File: src/rtl/systolic_pkg.sv
// rtl/systolic_pkg.sv - shared state encoding and default geometry for the systolic array controller
package systolic_pkg;

   typedef enum logic [2:0] {
      IDLE,
      CLEAR,
      FEED,
      DRAIN,
      DONE
   } state_t;

   localparam int N_DEF      = 4;
   localparam int KW_DEF     = 16;
   localparam int PE_LAT_DEF = 1;

endpackage

File: src/rtl/systolic_en_gen.sv
// rtl/systolic_en_gen.sv - row/column operand-inject enables for the skewed feed wavefront
module systolic_en_gen
   import systolic_pkg::*;
#(
   parameter int N  = N_DEF,
   parameter int KW = KW_DEF
) (
   input  logic [KW:0]   feed_t,
   input  logic [KW-1:0] k_reg,
   input  logic          in_feed,
   output logic [N-1:0]  a_en,
   output logic [N-1:0]  b_en
);

   // Lane i is live while i <= t <= i+k-1, evaluated as 0 <= t-i < k in KW+1 bits so nothing wraps
   always_comb begin
      a_en = '0;
      for (int i = 0; i < N; i++) begin
         if (in_feed && (feed_t >= (KW+1)'(i)) && ((feed_t - (KW+1)'(i)) < {1'b0, k_reg})) begin
            a_en[i] = 1'b1;
         end
      end
      b_en = a_en;
   end

endmodule

File: src/rtl/systolic_ctrl.sv
// rtl/systolic_ctrl.sv - sequencer for one clear/feed/drain pass of an N x N systolic array
module systolic_ctrl
   import systolic_pkg::*;
#(
   parameter int N      = N_DEF,
   parameter int KW     = KW_DEF,
   parameter int PE_LAT = PE_LAT_DEF
) (
   input  logic          clk,
   input  logic          rst,
   input  logic          start,
   input  logic [KW-1:0] cfg_k,
   input  logic          abort,
   output logic          busy,
   output logic          done,
   output logic          pe_clr,
   output logic [KW-1:0] feed_t,
   output logic [N-1:0]  a_en,
   output logic [N-1:0]  b_en
);

   localparam logic [KW:0] N_M2       = (KW+1)'(N - 2);
   localparam logic [KW:0] DRAIN_LAST = (KW+1)'(N + PE_LAT - 2);

   state_t        state_q, state_d;
   logic [KW:0]   cnt_q, cnt_d;
   logic [KW-1:0] k_reg, k_d;
   logic [KW:0]   feed_last;
   logic          in_feed_d;
   logic [N-1:0]  a_en_d, b_en_d;

   assign feed_last = {1'b0, k_reg} + N_M2;

   // Next state, phase counter and latched K; outputs are derived from the next state so they register cleanly
   always_comb begin
      state_d = state_q;
      cnt_d   = cnt_q;
      k_d     = k_reg;
      case (state_q)
         IDLE: begin
            cnt_d = '0;
            if (start) begin
               state_d = CLEAR;
               k_d     = cfg_k;
            end
         end
         CLEAR: begin
            cnt_d   = '0;
            state_d = (k_reg == '0) ? DONE : FEED;
         end
         FEED: begin
            if (cnt_q == feed_last) begin
               state_d = DRAIN;
               cnt_d   = '0;
            end else begin
               cnt_d = cnt_q + 1'b1;
            end
         end
         DRAIN: begin
            if (cnt_q == DRAIN_LAST) begin
               state_d = DONE;
               cnt_d   = '0;
            end else begin
               cnt_d = cnt_q + 1'b1;
            end
         end
         DONE: begin
            state_d = IDLE;
            cnt_d   = '0;
         end
         default: begin
            state_d = IDLE;
            cnt_d   = '0;
         end
      endcase
      if (abort && (state_q == CLEAR || state_q == FEED || state_q == DRAIN)) begin
         state_d = IDLE;
         cnt_d   = '0;
      end
   end

   assign in_feed_d = (state_d == FEED);

   systolic_en_gen #(
      .N  (N),
      .KW (KW)
   ) u_en_gen (
      .feed_t  (cnt_d),
      .k_reg   (k_reg),
      .in_feed (in_feed_d),
      .a_en    (a_en_d),
      .b_en    (b_en_d)
   );

   // State, counter and every output are flops so nothing combinational reaches the ports
   always_ff @(posedge clk or posedge rst) begin
      if (rst) begin
         state_q <= IDLE;
         cnt_q   <= '0;
         k_reg   <= '0;
         busy    <= 1'b0;
         done    <= 1'b0;
         pe_clr  <= 1'b0;
         feed_t  <= '0;
         a_en    <= '0;
         b_en    <= '0;
      end else begin
         state_q <= state_d;
         cnt_q   <= cnt_d;
         k_reg   <= k_d;
         busy    <= (state_d == CLEAR) || (state_d == FEED) || (state_d == DRAIN);
         done    <= (state_d == DONE);
         pe_clr  <= (state_d == CLEAR);
         feed_t  <= in_feed_d ? cnt_d[KW-1:0] : '0;
         a_en    <= a_en_d;
         b_en    <= b_en_d;
      end
   end

endmodule

File: config.mk
export PLATFORM = sky130hd
export DESIGN_NAME = systolic_ctrl
export DESIGN_NICKNAME = d
export VERILOG_FILES = /design/src/rtl/systolic_pkg.sv /design/src/rtl/systolic_en_gen.sv /design/src/rtl/systolic_ctrl.sv
export SDC_FILE = /design/constraint.sdc
export NUM_CORES = 1
export LEC_CHECK = 0
export ABC_CLOCK_PERIOD_IN_PS = 11000
export CAP_MARGIN = 20
export CORE_MARGIN = 2
export CORE_UTILIZATION = 52
export CTS_CLUSTER_SIZE = 24
export DETAILED_ROUTE_END_ITERATION = 6
export DONT_BUFFER_PORTS = 1
export GPL_TIMING_DRIVEN = 1
export PLACE_DENSITY_LB_ADDON = 0.25
export SYNTH_ARGS = -nofsm -noshare
export SYNTH_HDL_FRONTEND = slang
export SYNTH_HIERARCHICAL = 1
export SYNTH_SLANG_ARGS = --single-unit
File: constraint.sdc
create_clock -name clk -period 11 [get_ports clk]
set_clock_uncertainty 0.05 [all_clocks]
set_input_delay 2.2 -clock clk [delete_from_list [all_inputs] [get_ports clk]]
set_output_delay 2.2 -clock clk [all_outputs]
set_load 0.01 [all_outputs]
==> out/qor.txt <==
Status: finished clean
Slowest-stage cell, CP: nor3_1
Number of max-cap violations: 0
Cells along the critical path: ha_1, nand3_2, o211ai_1, o211ai_1, nor3_1, nor4_4, buf_4, nor3b_1, buf_4, inv_1, ha_1, a2111oi_4, nand2_1, nor3_1, nand2_1, xnor2_1, ha_1, a21o_1, a211oi_1, o211ai_1, a21oi_1, o211a_1
Buf/Inv on CP: 3
Setup repair after global routing missed its margin: no
Peak Freq: 176 MHz
Worst min-delay path class: register to register
Least-Margin Pin Slew: 1080 ps
# IOs: 47
Yosys cell types: 54
# Post-CTS Setup Buffers: 0
Peak supply drop: 0.0690 mV
Clk_lat worst skew: 350 ps
Flops & latches, synth: 63
Largest net degree at the start of global routing: 37
Number of iterations in the first detailed-routing pass: 5
Post-Route WL: 13700 um
CTS tree: yes
Final #Nets: 674
Max-slew violation count: 0
Layout area overhead: 5.18%
Post-DP HPWL: 10600 um
Critical path class: register to register
Final Setup Violations: 0
CP top delay family: simple AND/OR/NAND/NOR gates
Clock-pin slew on the worst setup and hold paths: 70 ps
CP startpoint kind: register
Final period utilization: 51.6%
Vias per cell: 6.10
Pwr Density: 142 nW/um^2
Final non-filler cell area: 5720 um^2
PortBufs: 0
Final Hold Vio Count: 0
Drc violations: 0
Clk root buf: clkbuf_8
Initial antenna violation count: 0
Post-cts sizing count: 0
GRT Total Usage: 25.5%
# rows: 37
Synth top area share: 29.0%
Initial drt markers: 337
Cells after synthesis: 592
Total placed instance area: 5560 um^2
Antenna Nets Post-Route: 0
Clock Sinks: 63
Setup TNS: 0 ps
Top post-synthesis cells by area: dfrtp_1 (29%), ha_1 (16%), xnor2_1 (7.9%), xor2_1 (5.3%), nor3_1 (3.6%)
Syn. warnings: 6
Final Wtd Congestion: 0.971
Die Height: 106 um
Synth Flop Type: dfrtp_1
Static Leak: 2.62 nW
Synth Cell Area: 5440 um^2
CTS Buf Count: 9
Syn avg cell area: 9.19 um^2
Max reg flops: 17
Mapped Nets: 681
Layout cells sized above 1: 11.4%
CP arrival: 5910 ps
Area of the core: 10200 um^2
Critical-path maximum fanout: 18
R2R setup slack: 5330 ps
Slowest cell delay on critical path: 580 ps
Tmin final: 5670 ps
Antenna diode count: 0
Asr flop ratio synth: 100%
Req. time, crit path: 11230 ps
EDFF count, synth: 0
Vias in the first global route: 4434
Sequential share of the synthesized area: 29.0%
Most frequent cell after synthesis: ha_1
Longest Clk Path Bufs: 2
Synth top cells by count: ha_1 (69), dfrtp_1 (63), nand2_1 (52), xnor2_1 (49), nor3_1 (39)
Drt wl/cell: 18.9 um
First-pass GRT wire length: 22600 um
Slew HR: 27.7%
Initial Util: 53.2%
GR Overflow Total: 0
Die Wd: 106 um
Critical Path End Type: register
Die footprint: 11300 um^2
Synth area leader: dfrtp_1
Via count: 4425
CTS HTree Levels: 3
CTS Hold Bufs: 0
final timing paths:
| check | start | end | depth (start not counted) |
|---|---|---|---|
| max | k_reg[1] | a_en[3] | 22 |
| min | cnt_q[0] | feed_t[0] | 1 |
| max in group asynchronous | rst | k_reg[10] | 2 |
| min reg2reg | cnt_q[0] | feed_t[0] | 1 |
| min in group asynchronous | rst | cnt_q[14] | 1 |
| max reg2reg | k_reg[1] | a_en[3] | 22 |
through the flow:
| stage | total power [W] | std cells | setup slack [ps] | hold WS (ps) | utilization [%] |
|---|---|---|---|---|---|
| 5_1_grt | 0.000874 | 725 | 4700 | 624 | 55.9 |
| 4_1_cts | 0.000814 | 725 | 5340 | 569 | 55.9 |
| 2_1_floorplan | 0.000548 | 592 | 4940 | 467 | - |
| 6_report | 0.000814 | 725 | 5330 | 573 | 55.9 |
| 3_5_place_dp | 0.000637 | 710 | 5040 | 554 | 54.3 |
| 3_3_place_gp | 0.000618 | 709 | 4730 | 551 | 54.3 |
power by group:
part	total [W]	internal (W)	switching, W
combinational	0.000327	0.000137	0.000190
clock	0.000175	0.0000854	0.0000893
sequential	0.000312	0.000254	0.0000579
layer usage:
metal	wire [um]	global-route usage, %
met4	561	12.4
met2	6550	42.7
met5	0	0
met3	738	3.13
met1	5820	32.5
cell families (layout without fill, tap and decap cells):
kind of cell               count (synthesis)  count (layout)  synth area share [%]
DFF                                       63              63                  29.0
buffers and inverters                     67              64                  5.84
AOI/OAI and AO/OA                         85              85                  11.0
adders and majority gates                 69              69                  15.9
xor gates and xnor gates                  82              82                  13.2
and+or+nand+nor                          212             212                  22.2
muxes                                     14              14                  2.90
area by class of cell:
cell class	instances	area (um^2)
Inverter	30	113
Fill cell	881	4510
Timing Repair Buffer	19	140
Clock buffer	11	141
Multi-Input combinational cell	462	3560
Sequential cell	63	1580
Clock inverter	4	22.5
Tap cell	136	170
cells in the final DEF, fill, tap and decap left out, types with 14 or more instances in the layout:
cell	count
dfrtp_1	63
o21ai_0	19
buf_4	18
mux2_2	14
nand2_1	52
nor2_1	27
xor2_1	33
nand3_1	23
ha_1	69
xnor2_1	49
a21oi_1	26
inv_1	29
nor3_1	39
(Power assumes the default switching activity.)
